$ cat src/rtl/gf128_pkg.sv
// Shared GF(2^128) definitions for the inverter: field constants, FSM states
// and the combinational squaring / x^d-shift helpers.
package gf128_pkg;

  localparam int unsigned GF_W = 128;
  localparam logic [GF_W-1:0] POLY_LO = 128'h87;
  localparam logic [6:0] ITER_LAST = 7'd126;

  typedef enum logic [1:0] {
    IDLE,
    SQR,
    MUL,
    DONE
  } state_e;

  // v * x^d mod P, one reduction per shifted-out bit.
  function automatic logic [GF_W-1:0] gf_mulx_d(input logic [GF_W-1:0] v, input int unsigned d);
    logic [GF_W-1:0] t;
    t = v;
    for (int unsigned i = 0; i < d; i++) begin
      t = {t[GF_W-2:0], 1'b0} ^ (t[GF_W-1] ? POLY_LO : '0);
    end
    return t;
  endfunction

  // Squaring in characteristic 2 just spreads the bits; fold the top half back down.
  function automatic logic [GF_W-1:0] gf_sqr(input logic [GF_W-1:0] v);
    logic [2*GF_W-1:0] w;
    w = '0;
    for (int unsigned i = 0; i < GF_W; i++) begin
      w[2*i] = v[i];
    end
    for (int unsigned i = 2*GF_W-2; i >= GF_W; i--) begin
      if (w[i]) begin
        w[i] = 1'b0;
        w[i-GF_W +: 8] = w[i-GF_W +: 8] ^ POLY_LO[7:0];
      end
    end
    return w[GF_W-1:0];
  endfunction

endpackage

$ cat src/rtl/gf128_inv_if.sv
// Operand/result handshake bundle of the GF(2^128) inverter.
interface gf128_inv_if;
  import gf128_pkg::*;

  logic            in_valid;
  logic            in_ready;
  logic [GF_W-1:0] a;
  logic            out_valid;
  logic            out_ready;
  logic [GF_W-1:0] inv;
  logic            zero_in;

  modport master (
    output in_valid, a, out_ready,
    input  in_ready, out_valid, inv, zero_in
  );

  modport slave (
    input  in_valid, a, out_ready,
    output in_ready, out_valid, inv, zero_in
  );
endinterface

$ cat src/rtl/gf128_mul_digit.sv
// Digit-serial GF(2^128) multiplier: p = a*b mod P over NDIG cycles, MSB digit of b first.
// Operands must stay stable while busy; done flags the cycle in which p is the full product.
module gf128_mul_digit
  import gf128_pkg::*;
#(
  parameter int unsigned DIGIT = 8
) (
  input  logic            clk,
  input  logic            rst,
  input  logic            start,
  input  logic [GF_W-1:0] a,
  input  logic [GF_W-1:0] b,
  output logic            busy,
  output logic            done,
  output logic [GF_W-1:0] p
);

  localparam int unsigned NDIG = GF_W / DIGIT;
  localparam int unsigned CW   = (NDIG > 1) ? $clog2(NDIG) : 1;

  if (!(DIGIT == 1 || DIGIT == 2 || DIGIT == 4 || DIGIT == 8 ||
        DIGIT == 16 || DIGIT == 32 || DIGIT == 64 || DIGIT == 128)) begin : g_bad_digit
    $error("gf128_mul_digit: DIGIT must be a power of two between 1 and 128");
  end

  logic [GF_W-1:0]  acc_q, acc_d;
  logic [GF_W-1:0]  part, t;
  logic [DIGIT-1:0] digit;
  logic [CW-1:0]    dcnt_q;
  logic             busy_q;
  logic             last;

  always_comb begin
    digit = DIGIT'(b >> ((NDIG - 1 - 32'(dcnt_q)) * DIGIT));
    part  = '0;
    t     = a;
    for (int unsigned j = 0; j < DIGIT; j++) begin
      if (digit[j]) part = part ^ t;
      t = gf_mulx_d(t, 1);
    end
    acc_d = gf_mulx_d(acc_q, DIGIT) ^ part;
  end

  assign last = (dcnt_q == CW'(NDIG - 1));
  assign busy = busy_q;
  assign done = busy_q && last;
  assign p    = acc_d;

  always_ff @(posedge clk) begin
    if (rst) begin
      acc_q  <= '0;
      dcnt_q <= '0;
      busy_q <= 1'b0;
    end else if (start) begin
      acc_q  <= '0;
      dcnt_q <= '0;
      busy_q <= 1'b1;
    end else if (busy_q) begin
      acc_q <= acc_d;
      if (last) begin
        busy_q <= 1'b0;
        dcnt_q <= '0;
      end else begin
        dcnt_q <= dcnt_q + CW'(1);
      end
    end
  end

endmodule

$ cat src/rtl/gf128_inv.sv
// Iterative GF(2^128) inverter, a^(2^128-2) mod x^128+x^7+x^2+x+1, by a Fermat
// chain of 127 (square, digit-serial multiply) rounds; one operand in flight.
module gf128_inv
  import gf128_pkg::*;
#(
  parameter int unsigned DIGIT = 8
) (
  input  logic        clk,
  input  logic        rst,
  gf128_inv_if.slave  bus
);

  state_e          state_q;
  logic [GF_W-1:0] s_q, r_q, inv_q;
  logic [6:0]      cnt_q;
  logic            zflag_q, zero_q;
  logic            in_ready_q, out_valid_q;

  logic            mul_busy, mul_done;
  logic [GF_W-1:0] mul_p;

  // Multiplier samples r and s live: neither changes between SQR exit and the last MUL cycle.
  gf128_mul_digit #(.DIGIT(DIGIT)) u_mul (
    .clk   (clk),
    .rst   (rst),
    .start (state_q == SQR),
    .a     (r_q),
    .b     (s_q),
    .busy  (mul_busy),
    .done  (mul_done),
    .p     (mul_p)
  );

  always_ff @(posedge clk) begin
    if (rst) begin
      state_q     <= IDLE;
      in_ready_q  <= 1'b1;
      out_valid_q <= 1'b0;
      inv_q       <= '0;
      zero_q      <= 1'b0;
      zflag_q     <= 1'b0;
      s_q         <= '0;
      r_q         <= '0;
      cnt_q       <= '0;
    end else begin
      unique case (state_q)
        IDLE: begin
          if (bus.in_valid && in_ready_q) begin
            s_q        <= bus.a;
            r_q        <= GF_W'(1);
            cnt_q      <= '0;
            zflag_q    <= (bus.a == '0);
            in_ready_q <= 1'b0;
            state_q    <= SQR;
          end
        end
        SQR: begin
          s_q     <= gf_sqr(s_q);
          state_q <= MUL;
        end
        MUL: begin
          if (mul_busy && mul_done) begin
            r_q   <= mul_p;
            cnt_q <= cnt_q + 7'd1;
            if (cnt_q == ITER_LAST) begin
              out_valid_q <= 1'b1;
              inv_q       <= mul_p;
              zero_q      <= zflag_q;
              state_q     <= DONE;
            end else begin
              state_q <= SQR;
            end
          end
        end
        DONE: begin
          if (bus.out_ready) begin
            out_valid_q <= 1'b0;
            in_ready_q  <= 1'b1;
            state_q     <= IDLE;
          end
        end
        default: state_q <= IDLE;
      endcase
    end
  end

  assign bus.in_ready  = in_ready_q;
  assign bus.out_valid = out_valid_q;
  assign bus.inv       = inv_q;
  assign bus.zero_in   = zero_q;

endmodule

$ cat src/flat_wrapper.sv
// flat-port wrapper written by rule: the top's interface ports become plain ports
module gf128_inv_flat import gf128_pkg::*;
#(
  parameter int unsigned DIGIT = 8
)
  (clk, rst, bus_in_valid, bus_a, bus_out_ready, bus_in_ready, bus_out_valid, bus_inv, bus_zero_in);
  gf128_inv_if bus_i ();
  input  logic clk;
  input  logic rst;
  input wire logic [$bits(bus_i.in_valid)-1:0] bus_in_valid;
  input wire logic [$bits(bus_i.a)-1:0] bus_a;
  input wire logic [$bits(bus_i.out_ready)-1:0] bus_out_ready;
  output wire logic [$bits(bus_i.in_ready)-1:0] bus_in_ready;
  output wire logic [$bits(bus_i.out_valid)-1:0] bus_out_valid;
  output wire logic [$bits(bus_i.inv)-1:0] bus_inv;
  output wire logic [$bits(bus_i.zero_in)-1:0] bus_zero_in;
  assign bus_i.in_valid = bus_in_valid;
  assign bus_i.a = bus_a;
  assign bus_i.out_ready = bus_out_ready;
  assign bus_in_ready = bus_i.in_ready;
  assign bus_out_valid = bus_i.out_valid;
  assign bus_inv = bus_i.inv;
  assign bus_zero_in = bus_i.zero_in;
  gf128_inv #(.DIGIT(DIGIT)) u_core (.clk(clk), .rst(rst), .bus(bus_i));
endmodule
$ cat config.mk
export PLATFORM = sky130hd
export DESIGN_NAME = gf128_inv_flat
export DESIGN_NICKNAME = d
export VERILOG_FILES = /design/src/rtl/gf128_pkg.sv /design/src/rtl/gf128_inv_if.sv /design/src/rtl/gf128_mul_digit.sv /design/src/rtl/gf128_inv.sv /design/src/flat_wrapper.sv
export SDC_FILE = /design/constraint.sdc
export NUM_CORES = 2
export LEC_CHECK = 0
export ABC_AREA = 0
export ABC_CLOCK_PERIOD_IN_PS = 3100
export CAP_MARGIN = 20
export CORE_MARGIN = 8
export CORE_UTILIZATION = 55
export DETAILED_ROUTE_END_ITERATION = 8
export PLACE_DENSITY = 0.82
export SYNTH_ARGS = -nofsm -noshare
export SYNTH_HDL_FRONTEND = slang
export SYNTH_SLANG_ARGS = --single-unit
$ cat constraint.sdc
create_clock -name clk -period 3.1 [get_ports clk]
set_input_delay 0.62 -clock clk [delete_from_list [all_inputs] [get_ports clk]]
set_output_delay 0.62 -clock clk [all_outputs]
set_load 0.05 [all_outputs]
# Word level (Yosys, flattened, before mapping)

Index checks and enable logic that the tools add are counted.

Logic and storage cells: 381
Flip-flop bits (word level): 530
Output and inout bits: 131

Bitwise operators: 90
Muxes and demuxes: 246
Add/sub/neg operators: 3
Shift operators: 1
Reduce and logical (&&, ||, !) cells: 18
Equal/unequal tests: 10

Operators with widths:

| operator                                        | count |
|---|---|
| XOR 128 x 8 -> 128 bit                          | 15 |
| 2-to-1 mux 8 bit                                | 214 |
| 2-to-1 mux 128 bit                              | 11 |
| XOR 128 bit                                     | 8 |
| case mux 128 bit (2 select lines)               | 2 |
| NOT 4 bit                                       | 66 |
| zero test 128 bit                               | 1 |
| right shift 128 x 32 -> 8 bit                   | 1 |
| AND reduction 3 bit                             | 5 |
| 2-to-1 mux 7 bit                                | 2 |
| case mux 7 bit (2 select lines)                 | 1 |
| 2-to-1 mux 1 bit                                | 8 |
| 2-to-1 mux 2 bit                                | 4 |
| != test 2 x 1 -> 1 bit, second input constant   | 4 |
| case mux 2 bit (4 select lines)                 | 1 |
| nonzero test 2 bit                              | 4 |
| adder 7 x 1 -> 7 bit, second input constant     | 1 |
| equality test 7 bit, second input constant      | 1 |
| subtractor 4 x 4 -> 5 bit, first input constant | 1 |
| adder 4 x 1 -> 4 bit, second input constant     | 1 |
| equality test 2 bit, second input constant      | 2 |
| equality test 4 bit, second input constant      | 1 |
| 2-to-1 mux 4 bit                                | 1 |
| NOT 3 -> 4 bit                                  | 1 |
| 8 further kinds                                 | 12 |

# Logic depth before layout (Yosys ltp)

Depth after elaboration: 267
Mapped depth: 15

# Hierarchy

A second synthesis with hierarchy kept.

Cell total of the unflattened synthesis: 4,652
Area total of the unflattened synthesis: 38,777.2 um^2

By module, submodules not included:

| module          | area each (um^2) | instances | seq. area each (um^2) | cells each |
|---|---|---|---|---|
| gf128_mul_digit | 22,028.6         | 1         | 2,662.6               | 2,652 |
| gf128_inv       | 16,748.6         | 1         | 7,947.6               | 2,000 |

# Least setup slack after synthesis

OpenSTA, ideal clock, no wires.

Path type: register to register
Start: register u_core.u_mul.dcnt_q[1]
End: register u_core.u_mul.acc_q[1]
Data required time: 3.016 ns
Path slack: -0.032 ns
Period minus slack after synthesis: 3.132 ns
Cell stages (with the launch flop): 13
Arrival: 3.048 ns
Path through: dfxtp_1 > buf_6 > buf_6 > buf_6 > mux4_2 > mux2_4 > o21a_1 > buf_6 > buf_6 > a41o_1 > a311oi_2 > xnor3_1 > o31ai_2

Longest elaborated chain between the ends: 18

Ends and longest elaborated chain:

| item                              | RTL line              | RTL |
|---|---|---|
| start: declaration                | gf128_mul_digit.sv:29 | `logic [CW-1:0] dcnt_q;` |
| start signal: assignment          | gf128_mul_digit.sv:64 | `dcnt_q <= dcnt_q + CW'(1);` |
| subtractor 4 x 4 -> 5 bit (*)     | gf128_mul_digit.sv:34 | `digit = DIGIT'(b >> ((NDIG - 1 - 32'(dcnt_q)) * DIGIT));` |
| right shift 128 x 32 -> 8 bit (*) | gf128_mul_digit.sv:34 |  |
| 2-to-1 mux 128 bit                | gf128_mul_digit.sv:38 | `if (digit[j]) part = part ^ t;` |
| XOR 128 bit                       | gf128_mul_digit.sv:38 |  |
| 2-to-1 mux 128 bit                | gf128_mul_digit.sv:38 |  |
| XOR 128 bit                       | gf128_mul_digit.sv:38 |  |
| 2-to-1 mux 128 bit                | gf128_mul_digit.sv:38 |  |
| XOR 128 bit                       | gf128_mul_digit.sv:38 |  |
| [2 not listed]                    | --                    |  |
| 2-to-1 mux 128 bit                | gf128_mul_digit.sv:38 |  |
| XOR 128 bit                       | gf128_mul_digit.sv:38 |  |
| 2-to-1 mux 128 bit                | gf128_mul_digit.sv:38 |  |
| XOR 128 bit                       | gf128_mul_digit.sv:38 |  |
| 2-to-1 mux 128 bit                | gf128_mul_digit.sv:38 |  |
| XOR 128 bit                       | gf128_mul_digit.sv:38 |  |
| 2-to-1 mux 128 bit (*)            | gf128_mul_digit.sv:38 |  |
| XOR 128 bit (*)                   | gf128_mul_digit.sv:41 | `acc_d = gf_mulx_d(acc_q, DIGIT) ^ part;` |
| end signal: assignment            | gf128_mul_digit.sv:51 | `acc_q <= '0;` |
| end signal: assignment            | gf128_mul_digit.sv:55 | `acc_q <= '0;` |
| end signal: assignment            | gf128_mul_digit.sv:59 | `acc_q <= acc_d;` |
| end: declaration                  | gf128_mul_digit.sv:26 | `logic [GF_W-1:0] acc_q, acc_d;` |

Mark *: on every way between the ends. The rest lies on a longest branch, timed or not.
A chain may end at the register's enable or synchronous reset.

# Worst setup path after layout

Start: register u_core.u_mul.dcnt_q[1]
End: register u_core.u_mul.acc_q[106]

The elaborated chain is that of the path after synthesis.

==> results.yml <==
run_status:
  run_status: "finished with violations"
  violations: "setup timing"
floorplan:
  rows: 97
  die_h_um: 280
  ios: 263
  die_area_mm2: 0.0784
  die_w_um: 280
  start_util: 0.551
  coreArea_mm2: 0.0695
route:
  ant_nets: 0
  post_drt_wl_per_cell_um: 24.2
  routed_wl_mm: 132
  via_per_inst: 6.27
  drt_iter0_drc: 4556
  vias: 34100
  first_pass_iters: 6
  route.detailed.drc: 0
logic_synthesis:
  synthCells: 4339
  syn_nets: 4474
  synth_compound_area_frac: 0.124
  synth_fa_ha_area_frac: 0.000979
  synthXorXnorAreaFrac: 0.336
  syn_area_mm2: 0.0383
  synth_top_family_by_area: "XOR/XNOR gates"
  yosysUniqueCellTypes: 59
  async_flop_share: 0
  synth.avg_cell_area_um2: 8.84
  synth_ff_type: "dfxtp_1"
  synth_seq_cells: 530
  synth_edf_count: 0
  ys_seq_area_frac: 0.277
  synth_mux_area_frac: 0.0510
  yosys.area_share.simple: 0.157
  ys_warn_count: 0
critical_path:
  cp-end-kind: "flop"
  crit_family: "multiplexers"
  cp_slowest_cell: "mux4_4"
  critPathMaxStageDelay_ns: 0.62
  cp_common_cell: "buf_12"
  crit_path_start_kind: "flop"
  worstPathArrival_ns: 3.90
  cp_num_buf_inv: 4
  worstSetupPathType: "reg -> reg"
  crit_required_ns: 3.63
  crit_fanout: 23
  path_cells: "buf_12 -> mux4_2 -> mux4_4 -> buf_12 -> buf_12 -> buf_4 -> nand2_1 -> xnor3_1 -> xnor3_2 -> mux2i_2 -> nor2_1"
clock_network:
  clk_latency_ns: 0.66
  clk_pin_slew_ns: 0.07
  cts-root-buf: "clkbuf_16"
  clkSinkCount: 530
  cts_buffers: 57
  cts_buffer_depth: 3
  cts_hold_buf: 0
  tritoncts: "yes"
  htree_levels: 2
grt:
  antenna_found_initial: 6
  grt_pass1_vias: 32900
  grt-ovfl-total: 0
  grt_max_degree: 139
  grt_pass1_wl_mm: 198
  track_usage: 0.320
job:
  drv_cap: 0
sta:
  maxSlewViolCount: 0
  hold_slack_ns: 0.444
  fmax_mhz: 297
  rsz0062_at_grt: "yes"
  skew_ns: 0.0273
  timing.final.ws_setup_ns: -0.266
  final_hold_viol_count: 0
  finalSetupViolCount: 376
  period_needed_ns: 3.37
  tightestPinTransition_ns: 1.39
  slew_headroom: 0.0700
  post-route-period-util: 1.09
power:
  power.density_mw_per_mm2: 403
  total_power_mw: 18.3
  ir_drop_v: 0.000528
  power_leakage_nw: 19.4
final_layout:
  multi_input_area_mm2: 0.0262
  drive_gt1_frac: 0.122
  seq_area_mm2: 0.0106
  nets: 4581
  syn_to_final_growth_pct: 18.7
  fillCellCount: 5276
placed_design:
  io_buffers: 262
  gp_congestion: 1.03
  dp_slack_ns: -0.260
  hpwl_mm: 87.7
hold_path:
  min_path_type: "in -> reg"
area by class of cell:
type                    instances  share of cell area
diodes                          4            0.000220
clock buffers                  79              0.0353
clock inverters                29             0.00863
inverters                      10            0.000825
multi-input cells            3304               0.576
flip-flops and latches        530               0.233
well taps                     940              0.0258
repair buffers                543               0.120
metal layers:
metal	GRT usage	vias to the layer above	part of all wire
li1	-	14800	-
met1	0.414	16200	0.36
met2	0.511	2557	0.46
met3	0.0581	515	0.12
met4	0.166	6	0.060
met5	0	-	0.00033
synth_stat cells (all sizes together), types with 18 or more instances:
cell type  number  share of area
mux2i         133          0.035
xnor2         374          0.085
buf            98          0.013
a211oi         18         0.0035
nor2          375          0.037
xor2          153          0.035
a221oi         59          0.013
xnor3         361           0.21
a21oi         103          0.013
clkbuf        399          0.039
nand2        1071           0.10
a22o          153          0.035
mux4           26          0.015
nor4           35         0.0057
o21ai         246          0.032
o211ai         26         0.0051
a311oi         67          0.015
dfxtp         530           0.28
registers in the layout, summed over array words and instances, names as in the netlist, 2 cells and up:
signal and cells:
u_core.bus.inv 128, u_core.r_q 128, u_core.s_q 128, u_core.u_mul.acc_q 128, u_core.cnt_q 7, u_core.u_mul.dcnt_q 4, u_core.state_q 2
metrics by stage:
| stage | std cells | area, µm² | setup TNS (ns) | util |
|---|---|---|---|---|
| 3_3_place_gp | 5315 | 42900 | -36.10 | 0.617 |
| 3_5_place_dp | 5315 | 42900 | -53.69 | 0.617 |
| 6_report | 5439 | 45500 | -39.60 | 0.655 |
| 4_1_cts | 5430 | 45100 | -39.95 | 0.649 |
| 2_1_floorplan | 4339 | 38400 | 0 | - |
| 5_1_grt | 5435 | 45500 | -62.40 | 0.654 |
power by group:
group / leakage, nW / internal, mW / switching, mW
Sequential: 4.29 / 7.00 / 0.236
Combinational: 14.2 / 1.50 / 2.19
Clock: 0.977 / 4.31 / 3.10
Total: 19.4 / 12.8 / 5.53
kinds of logic after synthesis:
kind of cell	count (synthesis)
xor gates and xnor gates	894
AOI/OAI and AO/OA	699
muxes	162
buffers and inverters	507
adders and majority gates	3
and+or+nand+nor	1544
DFF	530
cells in the final DEF, fill, tap and decap left out, drive strengths merged, types with 9 or more instances in the layout:
cell / synthesis / layout
a311oi: 67 / 67
mux2i: 133 / 133
xor2: 153 / 153
nor2: 375 / 375
a211oi: 18 / 18
clkbuf: 399 / 82
o21ai: 246 / 246
inv: 10 / 14
a22o: 153 / 153
a221oi: 59 / 59
nand4: 10 / 10
nand2: 1071 / 1071
nand2b: 9 / 9
buf: 98 / 279
clkinv: 0 / 13
nor2b: 10 / 10
xnor2: 374 / 374
clkdlybuf4s50: 0 / 261
xnor3: 361 / 361
a21oi: 103 / 103
nor4: 35 / 35
dfxtp: 530 / 530
o211ai: 26 / 26
mux4: 26 / 26
worst reg2reg max path, delay by kind of cell, from the launching register on:
| kind | cells | cell delay, ns |
|---|---|---|
| buffers and inverters | 4 | 0.70 |
| muxes | 3 | 1.39 |
| xor gates and xnor gates | 2 | 0.65 |
| DFF | 1 | 0.36 |
| and+or+nand+nor | 2 | 0.15 |
path summary, 6_finish.rpt:
check | from | to | slack, ns | depth (start not counted)
setup / recovery | u_core.u_mul.dcnt_q[1]$_SDFFE_PP0P_ | u_core.u_mul.acc_q[106]$_SDFFE_PP0P_ | -0.27 | 11
hold / removal | rst | u_core.cnt_q[0]$_SDFFE_PP0P_ | 0.44 | 2
setup reg to reg | u_core.u_mul.dcnt_q[1]$_SDFFE_PP0P_ | u_core.u_mul.acc_q[106]$_SDFFE_PP0P_ | -0.27 | 11
hold reg to reg | u_core.bus.inv[69]$_SDFFE_PP0P_ | u_core.bus.inv[69]$_SDFFE_PP0P_ | 0.45 | 2
what timing repair did:
action	CTS	global route
setup buffers	5	3
endpoints found under the setup margin	377	383
resized for setup	66	89
pin swaps	43	91
cloned	2	2
hold endpoints to repair	0	0
Note: power is estimated with default switching activity, not from simulation.
